$ cat config.mk
export PLATFORM = sky130hd
export DESIGN_NAME = lfsr
export DESIGN_NICKNAME = d
export VERILOG_FILES = /design/src/rtl/lfsr_pkg.sv /design/src/rtl/lfsr.sv
export SDC_FILE = /design/constraint.sdc
export NUM_CORES = 1
export LEC_CHECK = 0
export BUFFER_PORTS_ARGS = -buffer_cell sky130_fd_sc_hd__buf_2
export CAP_MARGIN = 20
export CELL_PAD_IN_SITES_DETAIL_PLACEMENT = 1
export CELL_PAD_IN_SITES_GLOBAL_PLACEMENT = 1
export CORE_MARGIN = 4
export CORE_UTILIZATION = 29
export CTS_CLUSTER_SIZE = 28
export DETAILED_ROUTE_END_ITERATION = 16
export HOLD_SLACK_MARGIN = 0.08
export PLACE_DENSITY = 0.69
export SYNTH_ARGS = -nofsm -noshare
export SYNTH_HDL_FRONTEND = slang
export SYNTH_SLANG_ARGS = --single-unit
$ cat constraint.sdc
create_clock -name clk -period 1.2 [get_ports clk]
set_clock_uncertainty 0.2 [all_clocks]
set_input_delay 0.18 -clock clk [delete_from_list [all_inputs] [get_ports clk]]
set_output_delay 0.18 -clock clk [all_outputs]
set_load 0.02 [all_outputs]
$ cat src/rtl/lfsr_pkg.sv
// Shared constants and the feedback helper for the 16-bit Fibonacci LFSR.
package lfsr_pkg;

    localparam int          LFSR_WIDTH = 16;
    localparam logic [15:0] LFSR_TAPS  = 16'h002D;
    localparam logic [15:0] LFSR_SEED  = 16'hACE1;

    // Parity of the tapped state bits, mixed with the external entropy bit.
    function automatic logic lfsr_feedback(
        input logic [LFSR_WIDTH-1:0] state,
        input logic [LFSR_WIDTH-1:0] taps,
        input logic                  rnd
    );
        lfsr_feedback = (^(state & taps)) ^ rnd;
    endfunction

endpackage : lfsr_pkg

$ cat src/rtl/lfsr.sv
// 16-bit Fibonacci LFSR: shifts right every clock, the XOR of the tapped
// bits (and the external random bit) enters the MSB. State comes straight
// from flops.
// Optional build macro LFSR_LOCKUP_RECOVERY_EN: when defined, an all-zero
// state reloads SEED on the next non-reset edge instead of shifting.
module lfsr
    import lfsr_pkg::*;
#(
    parameter int                     WIDTH = LFSR_WIDTH,
    parameter logic [LFSR_WIDTH-1:0]  TAPS  = LFSR_TAPS,
    parameter logic [LFSR_WIDTH-1:0]  SEED  = LFSR_SEED
) (
    input  logic             clk,
    input  logic             random,
    output logic [WIDTH-1:0] shiftreg,
    input  logic             rst
);

    logic [WIDTH-1:0] shiftreg_q;
    logic [WIDTH-1:0] shiftreg_d;
    logic             fb_s;

    // Next-state: shift right with the feedback bit entering at the MSB.
    always_comb begin
        fb_s       = lfsr_feedback(shiftreg_q, TAPS, random);
        shiftreg_d = {fb_s, shiftreg_q[WIDTH-1:1]};
`ifdef LFSR_LOCKUP_RECOVERY_EN
        if (shiftreg_q == {WIDTH{1'b0}}) begin
            shiftreg_d = SEED;
        end else begin
            shiftreg_d = {fb_s, shiftreg_q[WIDTH-1:1]};
        end
`endif
    end

    // State register; synchronous reset reloads the seed with top priority.
    always_ff @(posedge clk) begin
        if (rst) begin
            shiftreg_q <= SEED;
        end else begin
            shiftreg_q <= shiftreg_d;
        end
    end

    assign shiftreg = shiftreg_q;

endmodule : lfsr

# --- Word level (Yosys, flattened, before mapping) ---
# Cells that the tools add are included.
classes:
  bitwise: 1
  n_reduce_logical: 1
ops:
  columns: ["operator", "n"]
  rows:
  - ["$reduce_xor A16 Y1", 1]
  - ["$xor A1 B1 Y1", 1]
word_totals:
  regBits: 16
  output_inout_bits: 16
  word_cells: 3

# --- Depth between registers and ports, before layout ---
# Gate-level depths: netlist (run 1).
logic_depth:
  word_depth: 2
  mapped_depth: 3
  depth_no_buf: 3

# --- Worst setup path after synthesis (run 1) ---
# No wires, ideal clock.
synth_path:
  path_kind: "reg2reg"
  start: "reg shiftreg_q[3], in the netlist shiftreg[3]"
  end: "reg shiftreg_q[15], in the netlist shiftreg[15]"
  setup_time_ps: 117
  t_arrival_ps: 1059
  slack_ps: -176
  stages_incl_launch_ff: 4
  path_buffers: 0
  period_less_slack_ps: 1376
  path_cell_list: "dfxtp_1 -> xnor3_1 -> xnor2_1 -> nand2b_1"
synth_via:
  elab_chain_cells: 2
synth_rtl:
  columns: ["item", "line_no", "text"]
  rows:
  - ["start: declaration", "lfsr.sv:19", "logic [WIDTH-1:0] shiftreg_q;"]
  - ["start signal: assignment", "lfsr.sv:41", "shiftreg_q <= shiftreg_d;"]
  - ["$reduce_xor A16 Y1", "lfsr_pkg.sv:14", "lfsr_feedback = (^(state & taps)) ^ rnd;"]
  - ["$xor A1 B1 Y1", "lfsr_pkg.sv:14", null]
# Every way passes these cells.
# A chain may end at the register's enable or synchronous reset.

# --- Worst setup path in the final report (run 1) ---
layout_path:
  start: "reg shiftreg_q[5], in the netlist shiftreg[5]"
  end: "reg shiftreg_q[15], in the netlist shiftreg[15]"
# The elaborated chain is that of the path after synthesis.

==> results of run 1 <==
-- worst paths after layout --
kind / startpoint / depth (start not counted) / slack (ps) / endpoint
worst max-delay path: shiftreg[5]$_SDFF_PP1_ / 3 / -70 / shiftreg[15]$_SDFF_PP1_
worst min-delay path: random / 4 / 80 / shiftreg[15]$_SDFF_PP1_
worst max register to register: shiftreg[5]$_SDFF_PP1_ / 3 / -70 / shiftreg[15]$_SDFF_PP1_
worst min register to register: shiftreg[8]$_SDFF_PP0_ / 1 / 240 / shiftreg[7]$_SDFF_PP1_
-- timing repair --
item,CTS,global route
hold buffers,1,0
cloned,0,0
resized for setup,1,17
endpoints found under the hold margin,9,0
setup endpoints to repair,2,21
-- metal layers --
layer | vias up | wire, um | global-route usage, %
met5 | - | 0 | 0
li1 | 152 | - | -
met4 | 0 | 0 | 4.84
met3 | 0 | 89 | 7.14
met1 | 140 | 369 | 10.2
met2 | 13 | 390 | 11.9
-- logic make-up (layout without fill, tap and decap cells) --
kind of cell | count (synthesis) | count (layout) | synth area share, %
buf+inv | 1 | 23 | 0.808
simple gates | 16 | 16 | 21.6
flops | 16 | 16 | 69.0
xor+xnor | 3 | 3 | 8.63
-- cell usage in the layout (no fill, tap or decap), drive strengths merged --
cell type,instances
buf,18
xnor3,1
nand2b,1
clkbuf,4
xnor2,2
dlygate4sd3,1
dfxtp,16
or2,7
nor2b,8
-- critical path, cell delays in order (launching register included) --
cell	delay, ps
dfxtp_4	350
xnor3_1	380
xnor2_1	170
nand2b_1	70
-- power by group through the flow --
stage                     Clock [uW]  Combinational [uW]  Sequential, uW
after floorplan                    0                42.1             644
after global placement             0                 138             598
after detailed placement           0                 140             597
after CTS                        365                 144             586
after global routing             392                 170             595
final                            343                 158             589
-- through the flow --
step,power (uW),cell area (sq um),util (%)
floorplan,687,470,-
global placement,736,577,38.3
detailed placement,737,577,38.3
CTS,1100,626,41.5
global route,1160,663,44.0
finish,1090,663,44.0
-- final cells by class --
class	instances	area, sq um	area share [%]
clock buffer	4	36.3	5.47
multi-input combinational	19	140	21.1
sequential	16	330	49.8
tap	16	20.0	3.02
timing repair buffer	19	136	20.6
==> metrics, run 1 <==
status=finished, violations left; violated checks=negative setup slack; # DRC=0; Hold/Removal Path Class=in -> reg; critical path fanouts, max=3; vias per cell=4.12; Nets=62; Iteration-0 DRC Markers=1; Post-synth ARST share=0%; register bit total from synthesis=16; DR pass1 iterations=3; Core Rows=14; highest clock rate=0.784 GHz; CTS buffer count=3; worst ir drop on vdd=0.751 mV; Synth area leader=dfxtp_1; sw frac=23.7%; Static Leak=0.000290 uW; final setup margin=-74.8 ps; Clk pin slew, worst setup/hold paths=90 ps; NetSw=259 uW; # setup viols final=1; Routed WL per cell=11.5 um; Slew Viols, Final=0; startpoint types=register; die width=48.0 um; syn_nets=39; critical path capture point type=register; Setup CP Type=reg -> reg; clock tree sinks=16; Slew Limit Headroom=87.8%; Top Ports=19; sequential area share after synthesis=69.0%; dpl cells=69; post-synthesis cell area=464 sq um; TritonCTS clock tree=built; share of post-route cells with drive strength above 1=48.3%; final hold vios=0; Worst Path Required=1180 ps; number of global-route vias before repair=307; average cell area after synthesis=12.9 sq um; prevailing post-synth register cell=dfxtp_1; unrepaired setup endpoints after global routing=true; root buf cell=clkbuf_4; Synth cell types=7; Final Cycle Share=106%; Final TNS setup=-74.8 ps; Min Clock Period, post-route=1270 ps; Area Overhead vs Synth=42.9%; final wirelength=849 um; RePlAce Congestion=0.659; ranking of synthesized cells by area=dfxtp_1 69%, nor2b_1 11%, or2_1 9.4%, xnor3_1 4.9%, xnor2_1 3.8%; CORE AREA=1510 sq um; worst hold slack=81.2 ps; Logic pwr share=14.5%; grt ovf=0; final cell count without fillers=74; synth cell count leaders=16 x dfxtp_1, 8 x nor2b_1, 7 x or2_1; initial antenna violation count=0; port bufs=18; largest net degree at the start of global routing=17; most common cell in the synthesized netlist=dfxtp_1; Max H-tree Level=1; part of the power in the clock network=31.5%; Diodes inserted=0; clock latency at the later pin of the worst-skew pair=280 ps; fill cell count=164; Cell Int Power=831 uW; Detail Route Antenna Nets=0; max_cap viols=0; Pwr per Cell Area=1640 nW/um^2; DR vias=305; worst slew pin tran=182 ps; crit path DAT=1260 ps; Largest register FFs=16; global-route wire length before repair=1280 um; Total Routing Usage GR=8.98%; Yosys top cell area share=69.0%; Post-Syn Instances=36; DP Worst Slack=-59.9 ps; Starting Density=30.8%; die area=2300 sq um; Synth warnings=0; Flop pwr share=54.0%; Post CTS Setup Buffer Count=0; die height=48.0 um; Post-synth EDFFs=0; buffer depth of the longest clock path=2
Note: power is estimated with default switching activity, not from simulation.
==> inputs of run 2 (changes only) <==
--- a/config.mk
+++ b/config.mk
@@ -5,16 +5,18 @@
 export SDC_FILE = /design/constraint.sdc
 export NUM_CORES = 1
 export LEC_CHECK = 0
+export ABC_AREA = 1
 export BUFFER_PORTS_ARGS = -buffer_cell sky130_fd_sc_hd__buf_2
 export CAP_MARGIN = 20
 export CELL_PAD_IN_SITES_DETAIL_PLACEMENT = 1
 export CELL_PAD_IN_SITES_GLOBAL_PLACEMENT = 1
+export CORE_ASPECT_RATIO = 0.75
 export CORE_MARGIN = 4
 export CORE_UTILIZATION = 29
 export CTS_CLUSTER_SIZE = 28
 export DETAILED_ROUTE_END_ITERATION = 16
 export HOLD_SLACK_MARGIN = 0.08
-export PLACE_DENSITY = 0.69
+export PLACE_DENSITY = 0.71
 export SYNTH_ARGS = -nofsm -noshare
 export SYNTH_HDL_FRONTEND = slang
 export SYNTH_SLANG_ARGS = --single-unit
==> run 2 against run 1 <==
Effect of this change: the flow finishes with violations (negative hold slack); die area rose by 7.2%; synthesized cell count rose by 50%; flip-flop and latch count did not move; area after synthesis rose by 8.4%; critical path depth fell by 2; combinational power barely moved; cell area rose by 9.2%; largest cell class unchanged.
==> metrics, run 2 <==
CORE AREA=1560 sq um (was 1510 sq um); number of global-route vias before repair=362 (was 307); DP Worst Slack=79.5 ps (was -59.9 ps); CTS buffer count=3 (unchanged); Synth Area in XOR/XNOR=1.74% (was 8.63%); fill cell count=194 (was 164); grt ovf=0 (unchanged); complex-gate fraction of the synthesized area=0% (unchanged); syn_nets=57 (was 39); post-synthesis cell area=503 sq um (was 464 sq um); startpoint types=register (unchanged); highest clock rate=0.864 GHz (was 0.784 GHz); Final TNS setup=0 ps (was -74.8 ps); violated checks=negative hold slack (was negative setup slack); Diodes inserted=0 (unchanged); Critical R2R Capture=shiftreg[15]$_SDFF_PP1_ (unchanged); Synth Area in Adders=0% (unchanged); port bufs=18 (unchanged); CP Cell Sequence=buf_6 (was xnor3_1 -> xnor2_1 -> nand2b_1); Synth warnings=0 (unchanged); Reg2Reg Depth=7 (was 3); critical path capture point type=primary output (was register); Nets=81 (was 62); Hold/Removal Path Class=in -> reg (unchanged); TritonCTS clock tree=built (unchanged); simple-gate portion of the synthesized area=24.1% (was 21.6%); Largest register FFs=16 (unchanged); RePlAce Congestion=0.713 (was 0.659); prevailing post-synth register cell=dfxtp_1 (unchanged); die area=2470 sq um (was 2300 sq um); Synth cell types=10 (was 7); Clk pin slew, worst setup/hold paths=90 ps (about the same); max incr delay on CP=370 ps (was 380 ps); Area Overhead vs Synth=44.0% (was 42.9%); largest family of logic cells by synthesized area=simple AND/OR/NAND/NOR gates (unchanged); share of post-route cells with drive strength above 1=53.2% (was 48.3%); average cell area after synthesis=9.31 sq um (was 12.9 sq um); Iteration-0 DRC Markers=4 (was 1); dpl cells=93 (was 69); register bit total from synthesis=16 (unchanged); DR pass1 iterations=3 (unchanged); # DRC=0 (unchanged); Worst Path Required=820 ps (was 1180 ps); # setup viols final=0 (was 1); Core Rows=12 (was 14); Synth area leader=dfxtp_1 (unchanged); Crit path max-delay family=flip-flops (was XOR/XNOR gates); Detail Route Antenna Nets=0 (unchanged); ranking of synthesized cells by area=dfxtp_1 64%, inv_1 8.2%, or2_2 7.5%, nor2_1 6.0%, nand2_1 3.7% (was dfxtp_1 69%, nor2b_1 11%, or2_1 9.4%, xnor3_1 4.9%, xnor2_1 3.8%); clock tree sinks=16 (unchanged); final design utilization=46.4% (was 44.0%); Post CTS Setup Buffer Count=0 (unchanged); worst slew pin tran=175 ps (was 182 ps); Pwr per Cell Area=1520 nW/um^2 (was 1640 nW/um^2); Post-Syn Instances=54 (was 36); Setup CP Type=reg -> out (was reg -> reg); Final Cycle Share=96.5% (was 106%); final setup margin=42.0 ps (was -74.8 ps); Total Routing Usage GR=9.16% (was 8.98%); worst ir drop on vdd=0.786 mV (was 0.751 mV); initial antenna violation count=0 (unchanged); Slew Viols, Final=0 (unchanged); Static Leak=0.000377 uW (was 0.000290 uW); Critical Path Slowest Stage Cell=dfxtp_4 (was xnor3_1); min-delay src=rst (was random); buffer depth of the longest clock path=2 (unchanged); max_cap viols=0 (unchanged); most frequent cells in the layout=13 x buf_4, 11 x inv_1, 8 x nor2_1, 8 x dfxtp_2, 7 x dfxtp_1 (was 12 x buf_4, 10 x dfxtp_1, 8 x nor2b_1); Post-synth ARST share=0% (unchanged); final hold vios=4 (was 0); status=finished, violations left (unchanged); vias per cell=3.87 (was 4.12); Top Ports=19 (unchanged); mux cell area share after synthesis=0% (unchanged); cts hold-fix bufs=1 (unchanged); global-route wire length before repair=1690 um (was 1280 um); largest net degree at the start of global routing=13 (was 17); commonest non-fill, non-tap cell in the layout=buf_4 (unchanged); unrepaired setup endpoints after global routing=false (was true); most common cell in the synthesized netlist=dfxtp_1 (unchanged); R2R Setup Slk=100 ps (was -70 ps); Yosys top cell area share=63.7% (was 69.0%); crit path DAT=780 ps (was 1260 ps); clock latency at the later pin of the worst-skew pair=280 ps (about the same); final cell count without fillers=98 (was 74); root buf cell=clkbuf_4 (unchanged); Slew Limit Headroom=88.3% (was 87.8%); die width=56.1 um (was 48.0 um); sequential area share after synthesis=63.7% (was 69.0%); Routed WL per cell=10.5 um (was 11.5 um); CP Buf/Inv Count=1 (was 0); Hold Path End=shiftreg[8]$_SDFF_PP0_ (was shiftreg[15]$_SDFF_PP1_); synth cell count leaders=16 x dfxtp_1, 11 x inv_1, 8 x nor2_1 (was 16 x dfxtp_1, 8 x nor2b_1, 7 x or2_1); Starting Density=32.2% (was 30.8%); DR vias=379 (was 305); worst hold slack=-18.3 ps (was 81.2 ps); final wirelength=1030 um (was 849 um); worst r2r src=shiftreg[3]$_SDFF_PP0_ (was shiftreg[5]$_SDFF_PP1_); Post-synth EDFFs=0 (unchanged); worst hold stages=2 (was 4); die height=44.1 um (was 48.0 um); Min Clock Period, post-route=1160 ps (was 1270 ps); critical path fanouts, max=3 (unchanged); dpl hpwl=778 um; Max H-tree Level=1 (unchanged)
run 2: cell types whose count changed in the layout (fill, tap and decap cells not counted), sizes merged:
cell / before / now
nor2b: 8 / 0
nand3: 0 / 2
nor2: 0 / 8
nand2: 0 / 8
nand2b: 1 / 0
buf: 18 / 19
inv: 0 / 11
xnor2: 2 / 1
xnor3: 1 / 0
run 2: power by group:
| part | total (uW) | switching, uW | leakage, uW | internal [uW] |
|---|---|---|---|---|
| logic | 161 | 87.6 | 0.000221 | 73.6 |
| registers | 587 | 19.2 | 0.000134 | 568 |
| clock network | 352 | 167 | 0.0000210 | 185 |
| total | 1100 | 274 | 0.000377 | 826 |
run 2: what timing repair did:
item	in CTS	in global routing
setup endpoints to repair	6	16
endpoints found under the hold margin	12	11
gates resized for setup	8	20
run 2: final cells by class:
class / instances / area (sq um) / share of cell area, %
clock buffer: 4 / 36.3 / 5.01
inverter: 11 / 41.3 / 5.70
multi-input combinational: 26 / 130 / 18.0
sequential: 16 / 334 / 46.1
tap: 21 / 26.3 / 3.63
timing repair buffer: 20 / 156 / 21.6
run 2: kinds of logic (layout without fill, tap and decap cells):
kind of cell	Yosys count	in the layout
buf+inv	12	35
flops	16	16
xor+xnor	1	1
simple gates	25	25
run 2: metal layers:
| layer | part of all wire (%) | global-route usage (%) | vias to the layer above |
|---|---|---|---|
| met5 | 0 | 0 | - |
| met4 | 0 | 1.42 | 0 |
| met3 | 9.6 | 6.71 | 0 |
| met2 | 45 | 14.5 | 15 |
| met1 | 46 | 10.3 | 165 |
| li1 | - | - | 199 |
run 2: stage by stage:
step | total power (uW) | instance area (sq um)
2_1_floorplan | 687 | 503
3_3_place_gp | 732 | 616
3_5_place_dp | 737 | 616
4_1_cts | 1100 | 679
5_1_grt | 1170 | 724
6_report | 1100 | 724
run 2: worst max-delay path by stage:
stage / startpoint / endpoint / depth (start not counted)
5_1_grt: shiftreg[2]$_SDFF_PP0_ / shiftreg[2] / 1
3_3_place_gp: shiftreg[3]$_SDFF_PP0_ / shiftreg[15]$_SDFF_PP1_ / 7
6_report: shiftreg[2]$_SDFF_PP0_ / shiftreg[2] / 1
2_1_floorplan: shiftreg[5]$_SDFF_PP1_ / shiftreg[15]$_SDFF_PP1_ / 7
3_5_place_dp: shiftreg[3]$_SDFF_PP0_ / shiftreg[15]$_SDFF_PP1_ / 7
4_1_cts: shiftreg[4]$_SDFF_PP0_ / shiftreg[4] / 1
==> inputs of run 3 (changes only) <==
--- a/config.mk
+++ b/config.mk
@@ -15,8 +15,9 @@
 export CORE_UTILIZATION = 29
 export CTS_CLUSTER_SIZE = 28
 export DETAILED_ROUTE_END_ITERATION = 16
-export HOLD_SLACK_MARGIN = 0.08
+export HOLD_SLACK_MARGIN = 0.05
 export PLACE_DENSITY = 0.71
 export SYNTH_ARGS = -nofsm -noshare
 export SYNTH_HDL_FRONTEND = slang
 export SYNTH_SLANG_ARGS = --single-unit
+export TNS_END_PERCENT = 5
==> run 3 against run 2 <==
Effect of this change: the flow still finishes with violations (negative hold slack); sequential power hardly changed; critical path depth stayed put; register-to-register slack hardly changed; core utilization is 0.64 points higher; setup slack worse by 1.6 ps; critical endpoint unchanged; largest cell class unchanged; largest power group unchanged.
==> metrics, run 3 (synthesis gave the netlist of run 2 again) <==
grt ovf=0 (unchanged); Area Overhead vs Synth=46.0% (was 44.0%); Critical Path Slowest Stage Cell=dfxtp_4 (unchanged); # setup viols final=0 (unchanged); Static Leak=0.000381 uW (was 0.000377 uW); vias per cell=3.86 (was 3.87); Pwr per Cell Area=1510 nW/um^2 (was 1520 nW/um^2); Slew Limit Headroom=85.1% (was 88.3%); Clk pin slew, worst setup/hold paths=90 ps (about the same); initial antenna violation count=0 (unchanged); highest clock rate=0.862 GHz (was 0.864 GHz); Top Ports=19 (unchanged); Total Routing Usage GR=9.16% (unchanged); Core Rows=12 (unchanged); Worst path depth=1 (unchanged); Final TNS setup=0 ps (unchanged); fill cell count=194 (unchanged); Hold/Removal Path Class=in -> reg (unchanged); dpl hpwl=778 um (unchanged); number of global-route vias before repair=362 (unchanged); Detail Route Antenna Nets=0 (unchanged); Post CTS Setup Buffer Count=0 (unchanged); dpl cells=93 (unchanged); max_cap viols=0 (unchanged); worst ir drop on vdd=0.790 mV (was 0.786 mV); CORE AREA=1560 sq um (unchanged); Max H-tree Level=1 (unchanged); CP Cell Sequence=buf_6 (unchanged); status=finished, violations left (unchanged); Reg area=334 sq um (unchanged); unrepaired setup endpoints after global routing=false (unchanged); RePlAce Congestion=0.713 (unchanged); Slew Viols, Final=0 (unchanged); die width=56.1 um (unchanged); # DRC=0 (unchanged); Worst Path Required=820 ps (about the same); Iteration-0 DRC Markers=5 (was 4); worst hold stages=2 (unchanged); worst slew pin tran=222 ps (was 175 ps); DR pass1 iterations=3 (unchanged); TritonCTS clock tree=built (unchanged); Reg2Reg Depth=7 (unchanged); share of post-route cells with drive strength above 1=52.6% (was 53.2%); die height=44.1 um (unchanged); Diodes inserted=0 (unchanged); DR vias=382 (was 379); max incr delay on CP=370 ps (about the same); Nets=82 (was 81); Starting Density=32.2% (unchanged); clock latency at the later pin of the worst-skew pair=280 ps (about the same); crit path DAT=780 ps (about the same); Min Clock Period, post-route=1160 ps (about the same); die area=2470 sq um (unchanged); Largest register FFs=16 (unchanged); CP Buf/Inv Count=1 (unchanged); buffer depth of the longest clock path=2 (unchanged); worst hold slack=-8.56 ps (was -18.3 ps); CTS buffer count=3 (unchanged); Power, Total=1110 uW (was 1100 uW); violated checks=negative hold slack (unchanged); area occupied by multi-input gates=130 sq um (unchanged); Setup CP Type=reg -> out (unchanged); Routed WL per cell=11.1 um (was 10.5 um); final wirelength=1100 um (was 1030 um); root buf cell=clkbuf_4 (unchanged); final cell count without fillers=99 (was 98); commonest non-fill, non-tap cell in the layout=buf_4 (unchanged); clock tree sinks=16 (unchanged); largest net degree at the start of global routing=13 (unchanged); Crit path max-delay family=flip-flops (unchanged); startpoint types=register (unchanged); critical path fanouts, max=3 (unchanged); critical path capture point type=primary output (unchanged); final hold vios=5 (was 4); port bufs=18 (unchanged); Final Cycle Share=96.6% (was 96.5%); global-route wire length before repair=1690 um (unchanged); most frequent cells in the layout=13 x buf_4, 11 x inv_1, 8 x nor2_1, 8 x dfxtp_2, 7 x dfxtp_1 (unchanged)
## run 3: cell types whose count changed in the layout (fill, tap and decap cells not counted), sizes merged
cell         change
dlygate4sd3      +1
## run 3: layout make-up
cell class / count / share of cell area (%)
well taps: 21 / 3.58
inverters: 11 / 5.62
flip-flops and latches: 16 / 45.5
multi-input cells: 26 / 17.7
repair buffers: 21 / 22.7
clock buffers: 4 / 4.94
## run 3: stage by stage
step | hold WS (ps) | util, % | setup WS, ps | cell area [sq um]
detailed placement | 213 | 39.4 | 79.5 | 616
global route | 1.65 | 47.0 | 0.197 | 734
floorplan | 86.6 | - | 19.4 | 503
CTS | -13.9 | 43.5 | 1.93 | 679
global placement | 206 | 39.4 | 134 | 616
finish | -8.56 | 47.0 | 40.4 | 734
## run 3: path summary, 6_finish.rpt
path                           from  slack, ps                      end
max          shiftreg[2]$_SDFF_PP0_         40              shiftreg[2]
min                             rst         -9  shiftreg[11]$_SDFF_PP1_
max reg2reg  shiftreg[3]$_SDFF_PP0_         90  shiftreg[15]$_SDFF_PP1_
min reg2reg  shiftreg[9]$_SDFF_PP0_        220   shiftreg[8]$_SDFF_PP0_
## run 3: where the power goes
group / total, uW / internal (uW) / switching, uW
Sequential: 587 / 568 / 19.4
Clock: 354 / 185 / 169
Combinational: 165 / 75.8 / 89.5
## run 3: repair_timing
item | in CTS | in global routing
gates cloned | 0 | 0
endpoints found under the hold margin | 11 | 4
hold buffers | 1 | 1
setup endpoints to repair | 6 | 16
resized for setup | 8 | 20
## run 3: layer usage
metal / vias to the layer above / wire [um] / global-route usage, %
li1: 201 / - / -
met3: 0 / 105 / 6.71
met4: 0 / 0 / 1.42
met2: 15 / 463 / 14.5
met5: - / 0 / 0
met1: 166 / 530 / 10.3
